--- src/rtl/dadda_dot_accumulator.sv ---
// Multiply-accumulate wrapper around an external 8-bit combinational Dadda multiplier.
// Registers operand pairs onto the multiplier, sums the products and returns the dot product.
module dadda_dot_accumulator #(
  parameter int unsigned WIDTH     = 8,
  parameter int unsigned ACC_WIDTH = 24,
  parameter int unsigned LEN_WIDTH = 8
) (
  input  logic                   clk,
  input  logic                   rst,
  input  logic                   start,
  input  logic [LEN_WIDTH-1:0]   len,
  output logic                   busy,
  input  logic                   a_valid,
  output logic                   a_ready,
  input  logic [WIDTH-1:0]       a_in1,
  input  logic [WIDTH-1:0]       a_in2,
  output logic [WIDTH-1:0]       mul_in1,
  output logic [WIDTH-1:0]       mul_in2,
  input  logic [2*WIDTH-1:0]     mul_prod,
  output logic                   res_valid,
  input  logic                   res_ready,
  output logic [ACC_WIDTH-1:0]   res_acc,
  output logic                   res_ovf
);

  typedef enum logic [1:0] {
    IDLE  = 2'd0,
    RUN   = 2'd1,
    DRAIN = 2'd2,
    DONE  = 2'd3
  } state_t;

  state_t                 state, next_state;
  logic [LEN_WIDTH-1:0]   remaining;
  logic                   p_valid;
  logic [ACC_WIDTH-1:0]   acc;
  logic                   ovf;

  logic                   job_start;
  logic                   take;
  logic [ACC_WIDTH:0]     acc_sum;

  always_ff @(posedge clk) begin
    if (rst) state <= IDLE;
    else     state <= next_state;
  end

  always_comb begin
    next_state = state;
    busy       = 1'b1;
    a_ready    = 1'b0;
    res_valid  = 1'b0;
    job_start  = 1'b0;
    take       = 1'b0;
    unique case (state)
      IDLE: begin
        busy = 1'b0;
        if (start) begin
          job_start  = 1'b1;
          next_state = (len == '0) ? DONE : RUN;
        end
      end
      RUN: begin
        a_ready = 1'b1;
        take    = a_valid;
        if (a_valid && remaining == LEN_WIDTH'(1))
          next_state = DRAIN;
      end
      DRAIN: next_state = DONE;
      DONE: begin
        res_valid = 1'b1;
        if (res_ready) next_state = IDLE;
      end
      default: next_state = IDLE;
    endcase
  end

  // One extra bit catches the carry out of the accumulator MSB for the sticky overflow flag.
  assign acc_sum = {1'b0, acc} + {{(ACC_WIDTH + 1 - 2*WIDTH){1'b0}}, mul_prod};

  always_ff @(posedge clk) begin
    if (rst) begin
      remaining <= '0;
      p_valid   <= 1'b0;
      mul_in1   <= '0;
      mul_in2   <= '0;
      acc       <= '0;
      ovf       <= 1'b0;
    end else begin
      p_valid <= take;
      if (job_start) remaining <= len;
      else if (take) remaining <= remaining - LEN_WIDTH'(1);
      if (take) begin
        mul_in1 <= a_in1;
        mul_in2 <= a_in2;
      end
      if (job_start) begin
        acc <= '0;
        ovf <= 1'b0;
      end else if (p_valid) begin
        acc <= acc_sum[ACC_WIDTH-1:0];
        if (acc_sum[ACC_WIDTH]) ovf <= 1'b1;
      end
    end
  end

  assign res_acc = acc;
  assign res_ovf = ovf;

endmodule
--- config.mk ---
export PLATFORM = sky130hd
export DESIGN_NAME = dadda_dot_accumulator
export DESIGN_NICKNAME = d
export VERILOG_FILES = /design/src/rtl/dadda_dot_accumulator.sv
export SDC_FILE = /design/constraint.sdc
export NUM_CORES = 1
export LEC_CHECK = 0
export CELL_PAD_IN_SITES_DETAIL_PLACEMENT = 0
export CELL_PAD_IN_SITES_GLOBAL_PLACEMENT = 1
export CORE_ASPECT_RATIO = 1.1
export CORE_MARGIN = 2
export CORE_UTILIZATION = 35
export DETAILED_ROUTE_END_ITERATION = 7
export PLACE_DENSITY_LB_ADDON = 0.1
export SYNTH_ARGS = -nofsm -noshare
export SYNTH_HDL_FRONTEND = slang
export SYNTH_SLANG_ARGS = --single-unit
--- constraint.sdc ---
create_clock -name clk -period 3.35 [get_ports clk]
set_input_delay 0.67 -clock clk [delete_from_list [all_inputs] [get_ports clk]]
set_output_delay 0.67 -clock clk [all_outputs]
set_load 0.005 [all_outputs]
### Word-level counts from Yosys, hierarchy flattened

Index checks and enable logic that the tools add are counted.

* muxes and demuxes: 13
* reduce and logical (&&, ||, !) cells: 7
* eq/ne operators: 7
* add/subtract/negate cells: 2

Operators by type and width (number)
* 24-bit by 16-bit adder with 25-bit output: 1
* 8-bit 2-to-1 mux: 2
* 8-bit by 1-bit equality test with 1-bit output, second input constant: 1
* 8-bit logical NOT: 1
* 2-bit 2-to-1 mux: 4
* 2-bit case mux with 4 select lines: 1
* 8-bit by 1-bit subtractor with 8-bit output, second input constant: 1
* 1-bit 2-to-1 mux: 6
* 2-bit inequality test, second input constant: 3
* 2-bit equality test, second input constant: 2
* 3-bit AND reduction: 1
* 2-bit by 1-bit equality test with 1-bit output, second input constant: 1
* 2-bit logical NOT: 1
* 2-bit AND reduction: 1
* 2-bit nonzero test: 1
* 2-bit OR reduction: 1
* 1-bit logical AND: 1

* register bits after elaboration: 52
* output and inout port bits: 44
* word-level logic and storage cells: 36

### Depth between registers and ports, before layout

Gate-level depths: netlist of the first run.

* depth after elaboration: 4
* mapped depth: 8
* mapped depth without buffers: 8

### Least setup slack after synthesis of the first run

OpenSTA, ideal clock, no wires.

* path kind: input to register
* start point: input port mul_prod[0]
* end point: register acc[12] (netlist: res_acc[12])
* arrival: 2.508 ns
* slack: 0.726 ns
* required time: 3.234 ns
* stages: 8
* path through: ha_1 -> fa_1 -> a21o_1 -> a311o_1 -> a31o_2 -> a21oi_1 -> mux2i_1 -> a31o_1

* word-level cells in the longest chain between the ends: 1

RTL lines
* start, declared: RTL line 19 `input logic [2*WIDTH-1:0] mul_prod,`
* 24-bit by 16-bit adder with 25-bit output: RTL line 79 `assign acc_sum = {1'b0, acc} + {{(ACC_WIDTH + 1 - 2*WIDTH){1'b0}}, mul_prod};`
* end signal, assigned: RTL line 101 `acc <= acc_sum[ACC_WIDTH-1:0];`
* end, declared: RTL line 36 `logic [ACC_WIDTH-1:0] acc;`

Every way passes these cells.
A chain may end at the register's enable or synchronous reset.

### Worst setup path after layout of the first run

* start point: input port mul_prod[0]
* end point: register ovf (netlist: res_ovf)

* word-level cells in the longest chain between the ends: 2

RTL lines
* 24-bit by 16-bit adder with 25-bit output: RTL line 79
* 2-bit AND reduction (no line)
* end signal, assigned: RTL line 88 `ovf <= 1'b0;`
* end signal, assigned: RTL line 99 `ovf <= 1'b0;`
* end signal, assigned: RTL line 102 `if (acc_sum[ACC_WIDTH]) ovf <= 1'b1;`
* end, declared: RTL line 37 `logic ovf;`

Every way passes these cells.

==> out/metrics.cfg, run 1 <==
[floorplan]
start_util_pct=36.2
die_height_um=102
coreArea_um2=8410
die_w_um=92.9
rows=35
num_io_pins=89
dieArea_um2=9460

[clock_network]
cts_setup_buffers=0
root_buffer=clkbuf_8
clk_pin_slew_ns=0.10
clock_sinks=52
htreeDepth=2
insertion_delay_ns=0.31
post_cts_resize_count=0
cts-buffers-inserted=5
postCtsHoldBufs=0
cts_tree=done
clock_path_buffers=2

[global_route]
busiest_layer=met2
grtUsageTotal_pct=17.0
grtUsageMet2_pct=30.0
grtUsageMet3_pct=4.65
globalRouteMet1Util_pct=20.1
antenna_found_initial=0
grt_max_degree=29
overflow=0
grt_pass1_wl_mm=13.0
first_global_vias=2819

[setup_path]
worst_setup_path_end_kind=register
arrival_ns=3.14
cp-start-kind=input pin
critPathKind=in -> reg
crit_required_ns=3.57
critPathMaxFanout=6

[power]
p_per_area_nw_per_um2=448
vdd_drop_max_uv=266
p_leak_uw=0.00166
power_uw=1860

[placement]
portBuffers=88
dp_worst_setup_slack_ns=0.0877
hpwlAfterDp_mm=5.93
place.gp.congestion=0.791
dpl_cell_area_um2=4060
placed_cells=553

[yosys]
synthAdderAreaFrac_pct=10.1
netlist_area_um2=3040
syn_nets=430
synth_compound_area_share_pct=24.5
yosys_warnings=0
syn_inst=361
ys_seq_area_share_pct=34.2
synth_cell_type_count=57
synth_top_area_share_pct=34.2
muxShareOfSynthArea_pct=3.29
synth-simple-area-share_pct=18.8
syn_area_per_cell_um2=8.43
synth-seq-cells=52
synth_top_family_by_area=compound AO/OA/AOI/OAI gates
async_flop_share_pct=0
synthTopCellsByArea=dfxtp_1 34%, ha_1 9.5%, nand2_1 6.3%
synth_xor_area_share_pct=5.47
synth_ff_type=dfxtp_1
synth_top_area_cell=dfxtp_1
synth_edf_count=0

[timing]
timing_hold_violations_final=0
period_minus_slack_ns=2.92
fmax_ghz=0.342
tightest_slew_ns=0.631
rsz0062_at_grt=false
period_share_pct=87.2
slew_violations=0
setup_viol=0
fin_tns_setup_ns=0
slew_headroom_pct=57.9
skew_ns=0.00836
worst_slack_ns=0.428

[drt]
vias=2876
first_pass_iters=4
ant_nets=0
drc=0
avgViaCountPerCell=5.13
wl_per_cell_um=14.2
drt-initial-drc-count=89
wirelength_mm=7.95

[final_layout]
drive_gt1_share_pct=6.67
antenna_cells=0
fin_nets=518
final_cell_area_um2=4150
area_growth_pct=36.5
final_cell_mix=88 x clkdlybuf4s50_1, 52 x dfxtp_1, 51 x nand2_1
fin_cells=561
final_common_cell=clkdlybuf4s50_1

[run]
cap_violations=0

[min_path]
hold_class=reg -> reg

[run_status]
status=finished, final reports clean

[Yosys cell counts (5+ instances only)]
cell type	instances
mux2i_1	10
ha_1	23
a211oi_1	10
nand3_1	10
xor2_1	11
nor2_1	26
xnor2_1	8
a21oi_1	38
nor3_1	5
o21ai_0	6
clkbuf_1	10
inv_1	11
nand2_1	51
dfxtp_1	52
a21o_1	14
[flip-flops by register name, indices dropped and copies added, names as in the netlist]
name / flops
state: 2
res_ovf: 1
remaining: 8
res_acc: 24
mul_in2: 8
p_valid: 1
mul_in1: 8
[report_power, final]
group	internal, uW	total [uW]	switching [uW]
Sequential	702	767	65.1
Combinational	350	711	360
Clock	151	382	231
Total	1200	1860	657
[routing by layer]
layer / part of all wire [%] / vias up
met2: 49 / 56
met5: 0 / -
met1: 44 / 1329
met3: 5.5 / 8
li1: - / 1483
met4: 1.4 / 0
[final timing paths]
kind | end | cells past startpoint | start | slack (ns)
worst max-delay path | res_ovf$_SDFFE_PP0P_ | 9 | mul_prod[0] | 0.43
worst min-delay path | mul_in1[7]$_SDFFE_PP0P_ | 2 | mul_in1[7]$_SDFFE_PP0P_ | 0.46
worst max register to register | res_ovf$_SDFFE_PP0P_ | 8 | res_acc[0]$_SDFFE_PP0P_ | 0.87
worst min register to register | mul_in1[7]$_SDFFE_PP0P_ | 2 | mul_in1[7]$_SDFFE_PP0P_ | 0.46
[per-stage QoR]
step,hold WS [ns],util (%)
3_3_place_gp,0.441,48.3
5_1_grt,0.484,49.4
6_report,0.458,49.4
3_5_place_dp,0.448,48.3
2_1_floorplan,0.453,-
4_1_cts,0.461,49.4
[final cells by class]
type	instances	area, um^2
fillers	847	4250
multi-input cells	282	1890
flip-flops and latches	52	1040
repair buffers	97	948
well taps	111	139
clock buffers	5	68.8
inverters	11	41.3
clock inverters	3	22.5
[critical path, cell delays in order]
cell and delay [ns]:
clkdlybuf4s50_1 0.40, ha_1 0.24, fa_1 0.42, a21o_1 0.20, a311o_1 0.42, a31o_2 0.32, nand2_1 0.16, a2111oi_0 0.12
o21a_1 0.18
[kinds of logic after synthesis]
kind of cell | Yosys count
simple gates | 121
flops | 52
fa+ha+maj | 24
xor+xnor | 19
mux | 10
buf+inv | 27
compound gates | 108
Power figures use the tool's default switching activity.
==> inputs of run 2 (changes only) <==
- GPL_TIMING_DRIVEN: unset -> 0
- SETUP_SLACK_MARGIN: unset -> 0.02
- SLEW_MARGIN: unset -> 25
==> run 2 against run 1 <==
Effect of this change: critical path depth did not move; sequential share of layout area barely moved; sequential power barely moved; cell count rose by 1.2%; utilization rose by 0.060 points; power fell by 0.15%; non-clock buffer count rose by 7; final area rose by 0.12%; routed wire length rose by 0.84%; combinational power fell by 1%; critical path type unchanged; largest cell class unchanged.
==> out/metrics.cfg, run 2 (synthesis results as in run 1) <==
[min_path]
hold_class=reg -> reg

[clock_network]
postCtsHoldBufs=0
post_cts_resize_count=0
cts_setup_buffers=0
insertion_delay_ns=0.31
cts-buffers-inserted=5
clk_pin_slew_ns=0.11
clock_path_buffers=2
cts_tree=done
clock_sinks=52
htreeDepth=2
root_buffer=clkbuf_8

[floorplan]
die_height_um=102
coreArea_um2=8410
num_io_pins=89
start_util_pct=36.2
die_w_um=92.9
dieArea_um2=9460
rows=35

[drt]
vias=2895
wirelength_mm=8.02
drt-initial-drc-count=83
ant_nets=0
first_pass_iters=4
drc=0
avgViaCountPerCell=5.10
wl_per_cell_um=14.1

[global_route]
overflow=0
grt_max_degree=19
grtUsageTotal_pct=16.8
first_global_vias=2709
grt_pass1_wl_mm=12.9
antenna_found_initial=0

[power]
p_sw_uw=664
p_leak_uw=0.00163
clkPwrFrac_pct=20.8
p_per_area_nw_per_um2=446
p_seq_share_pct=41.4
switching_share_pct=35.8
p_comb_share_pct=37.8
vdd_drop_max_uv=217
p_int_uw=1190

[timing]
period_share_pct=87.8
fmax_ghz=0.340
skew_ns=0.00590
whs_ns=0.462
fin_tns_setup_ns=0
period_minus_slack_ns=2.94
rsz0062_at_grt=false
slew_violations=0
timing_hold_violations_final=0
setup_viol=0
tightest_slew_ns=0.718
slew_headroom_pct=52.1

[setup_path]
cp_slowest_cell=fa_1
path_buf_inv=1
cp_cell_sequence=clkdlybuf4s50_1 -> ha_1 -> fa_1 -> a21o_1 -> a311o_1 -> a31o_2 -> a21oi_1 -> mux2i_1 -> a31o_1
critPathKind=in -> reg
cpLargestDelayFamily=compound AO/OA/AOI/OAI gates
arrival_ns=3.15
critPathMaxFanout=4
critPathMaxStageDelay_ns=0.42
worst_setup_path_end_kind=register
cp-start-kind=input pin
crit_required_ns=3.56

[placement]
hpwlAfterDp_mm=6.11
portBuffers=88
place.gp.congestion=0.825

[final_layout]
antenna_cells=0
largest_reg_flops=24
final_cell_mix=88 x clkdlybuf4s50_1, 52 x dfxtp_1, 51 x nand2_1
final_common_cell=clkdlybuf4s50_1
drive_gt1_share_pct=5.03
area_growth_pct=36.6
fin_nets=525

[run_status]
status=finished, final reports clean

[run]
cap_violations=0

run 2: cell count changes in the layout (fill, tap and decap cells not counted), sizes merged:
cell,change
clkbuf,+10
clkinvlp,+2
buf,-3
clkinv,-2
run 2: tightest hold or removal path: stages (launching register included):
cell     delay [ns]
dfxtp_1        0.32
nand2_1        0.05
a21oi_1        0.05
run 2: final cells by class:
type,instances,area (um^2)
plain buffers,16,68.8
clock buffers,5,68.8
repair buffers,88,881
well taps,111,139
fillers,850,4250
multi-input cells,282,1890
flip-flops and latches,52,1040
inverters,11,41.3
clock inverters,3,26.3
run 2: worst paths after layout:
path	to	slack, ns	start	depth (start not counted)
worst max-delay path	res_acc[12]$_SDFFE_PP0P_	0.41	mul_prod[0]	9
worst min-delay path	mul_in1[2]$_SDFFE_PP0P_	0.46	mul_in1[2]$_SDFFE_PP0P_	2
worst max register to register	res_acc[12]$_SDFFE_PP0P_	0.85	res_acc[0]$_SDFFE_PP0P_	8
worst min register to register	mul_in1[2]$_SDFFE_PP0P_	0.46	mul_in1[2]$_SDFFE_PP0P_	2
run 2: layer usage:
layer  wire [um]  vias up  share of wire, %  track usage [%]
met5           0        -                 0                0
met2        4010       69                50             30.7
met3         408        4               5.1             3.98
met4          58        0              0.72             3.39
met1        3540     1326                44             20.2
li1            -     1496                 -                -
run 2: power by group through the flow:
stage               clock (uW)  combinational [uW]  sequential, uW
floorplan                    0                 432             772
global placement             0                 704             780
detailed placement           0                 706             783
CTS                        407                 711             770
global route               428                 794             782
finish                     385                 702             769
run 2: stage by stage:
stage               power (uW)  utilization (%)  setup slack (ns)  instance area, um^2  instances
floorplan                 1200                -             0.726                 3040        361
global placement          1480             48.3            0.0793                 4060        560
detailed placement        1490             48.3            0.0609                 4060        560
CTS                       1890             49.5             0.407                 4160        568
global route              2000             49.5             0.345                 4160        568
finish                    1860             49.5             0.408                 4160        568
==> inputs of run 3 (changes only) <==
- CORE_UTILIZATION: 35 -> 37
- SKIP_LAST_GASP: unset -> 1
- clock period: 3.35 -> 3.4 ns (I/O delays scaled with it)
==> run 3 against run 2 <==
Effect of this change: routed wire length is 0.91% lower; cell count is 0.53% lower; die area is 5.2% lower; hold slack worse by 0.00094 ns; utilization is 3.0 points higher; critical path type unchanged; critical endpoint is now res_ovf$_SDFFE_PP0P_.
==> out/metrics.cfg, run 3 (synthesis results as in run 1) <==
[final_layout]
largest_reg_flops=24
antenna_cells=0
area_growth_pct=37.2
fin_cells=565
drive_gt1_share_pct=5.03
final_common_cell=clkdlybuf4s50_1
final_cell_mix=88 x clkdlybuf4s50_1, 52 x dfxtp_1, 51 x nand2_1
fin_nets=525

[placement]
dp_worst_setup_slack_ns=0.118
hpwlAfterDp_mm=6.03
placed_cells=557
place.gp.congestion=0.797
portBuffers=88

[power]
vdd_drop_max_uv=298
p_per_area_nw_per_um2=456
power_uw=1900
p_leak_uw=0.00165

[timing]
timing_hold_violations_final=0
rsz0062_at_grt=false
fmax_ghz=0.335
fin_tns_setup_ns=0
tightest_slew_ns=0.709
period_share_pct=87.7
worst_slack_ns=0.419
period_minus_slack_ns=2.98
setup_viol=0
slew_violations=0
whs_ns=0.461
slew_headroom_pct=52.8
skew_ns=0.00367

[global_route]
grt_max_degree=18
overflow=0
grtUsageTotal_pct=17.8
antenna_found_initial=0
grt_pass1_wl_mm=13.3
first_global_vias=2840

[drt]
ant_nets=0
avgViaCountPerCell=5.18
drt-initial-drc-count=111
vias=2928
wirelength_mm=7.95
drc=0
first_pass_iters=6
wl_per_cell_um=14.1

[setup_path]
worst_setup_path_end_kind=register
cpLargestDelayFamily=compound AO/OA/AOI/OAI gates
arrival_ns=3.20
r2r_cells=8
cp_slowest_cell=fa_1
critPathKind=in -> reg
worstReg2RegEnd=res_ovf$_SDFFE_PP0P_
cp-start-kind=input pin
crit_required_ns=3.62
cp_cell_sequence=clkdlybuf4s50_1 -> ha_1 -> fa_1 -> a21o_1 -> a311o_1 -> a31o_2 -> nand2_1 -> a2111oi_0 -> o21a_1
reg2reg_slack_ns=0.88
critPathMaxStageDelay_ns=0.43
path_buf_inv=1
critPathMaxFanout=6
r2r-start=res_acc[0]$_SDFFE_PP0P_

[floorplan]
die_w_um=90.5
num_io_pins=89
rows=34
dieArea_um2=8970
start_util_pct=38.3
die_height_um=99.1
coreArea_um2=7960

[clock_network]
insertion_delay_ns=0.31
clock_sinks=52
post_cts_resize_count=0
clock_path_buffers=2
htreeDepth=2
clk_pin_slew_ns=0.11
root_buffer=clkbuf_8
cts_tree=done
cts_setup_buffers=0
cts-buffers-inserted=5
postCtsHoldBufs=0

[min_path]
hold_start=mul_in2[6]$_SDFFE_PP0P_
hold_class=reg -> reg
hold_depth=2
holdPathEnd=mul_in2[6]$_SDFFE_PP0P_

[run]
cap_violations=0

[run_status]
status=finished, final reports clean

[run 3: cell count changes in the layout (fill, tap and decap cells not counted)]
cell and delta:
clkinv_2 +1, bufinv_16 +1, clkinvlp_4 -2
[run 3: routing by layer]
metal | part of all wire, % | global-route usage, % | vias up | wire length [um]
li1 | - | - | 1505 | -
met4 | 1.5 | 5.44 | 0 | 116
met1 | 45 | 20.8 | 1343 | 3550
met3 | 6.0 | 5.08 | 10 | 476
met2 | 48 | 31.7 | 70 | 3810
met5 | 0 | 0 | - | 0
[run 3: cell type report]
class	count	area, um^2
Fill cell	763	3780
Multi-Input combinational cell	282	1890
Sequential cell	52	1040
Timing Repair Buffer	88	881
Tap cell	108	135
Clock buffer	5	68.8
Buffer	16	68.8
Clock inverter	3	46.3
Inverter	11	41.3
[run 3: worst max-delay path by stage]
stage	depth (start not counted)	from	slack [ns]	end
2_1_floorplan	8	mul_prod[0]	0.77	res_acc[12]$_SDFFE_PP0P_
3_3_place_gp	9	mul_prod[0]	0.12	res_ovf$_SDFFE_PP0P_
3_5_place_dp	9	mul_prod[0]	0.12	res_ovf$_SDFFE_PP0P_
4_1_cts	9	mul_prod[0]	0.45	res_ovf$_SDFFE_PP0P_
5_1_grt	9	mul_prod[0]	0.35	res_ovf$_SDFFE_PP0P_
6_report	9	mul_prod[0]	0.42	res_ovf$_SDFFE_PP0P_
[run 3: power by group]
group          switching [uW]  leakage (uW)  internal (uW)
clock                     229     0.0000600            224
sequential               64.2      0.000423            692
combinational             363       0.00117            334
total                     655       0.00165           1250
[run 3: worst min-delay path: stages (launching register included)]
cell and delay [ns]:
dfxtp_1 0.32, nand2_1 0.05, a21oi_1 0.05
[run 3: through the flow]
stage | area, um^2 | util (%)
5_1_grt | 4180 | 52.5
3_5_place_dp | 4060 | 51.0
6_report | 4180 | 52.5
3_3_place_gp | 4060 | 51.0
2_1_floorplan | 3040 | -
4_1_cts | 4180 | 52.5
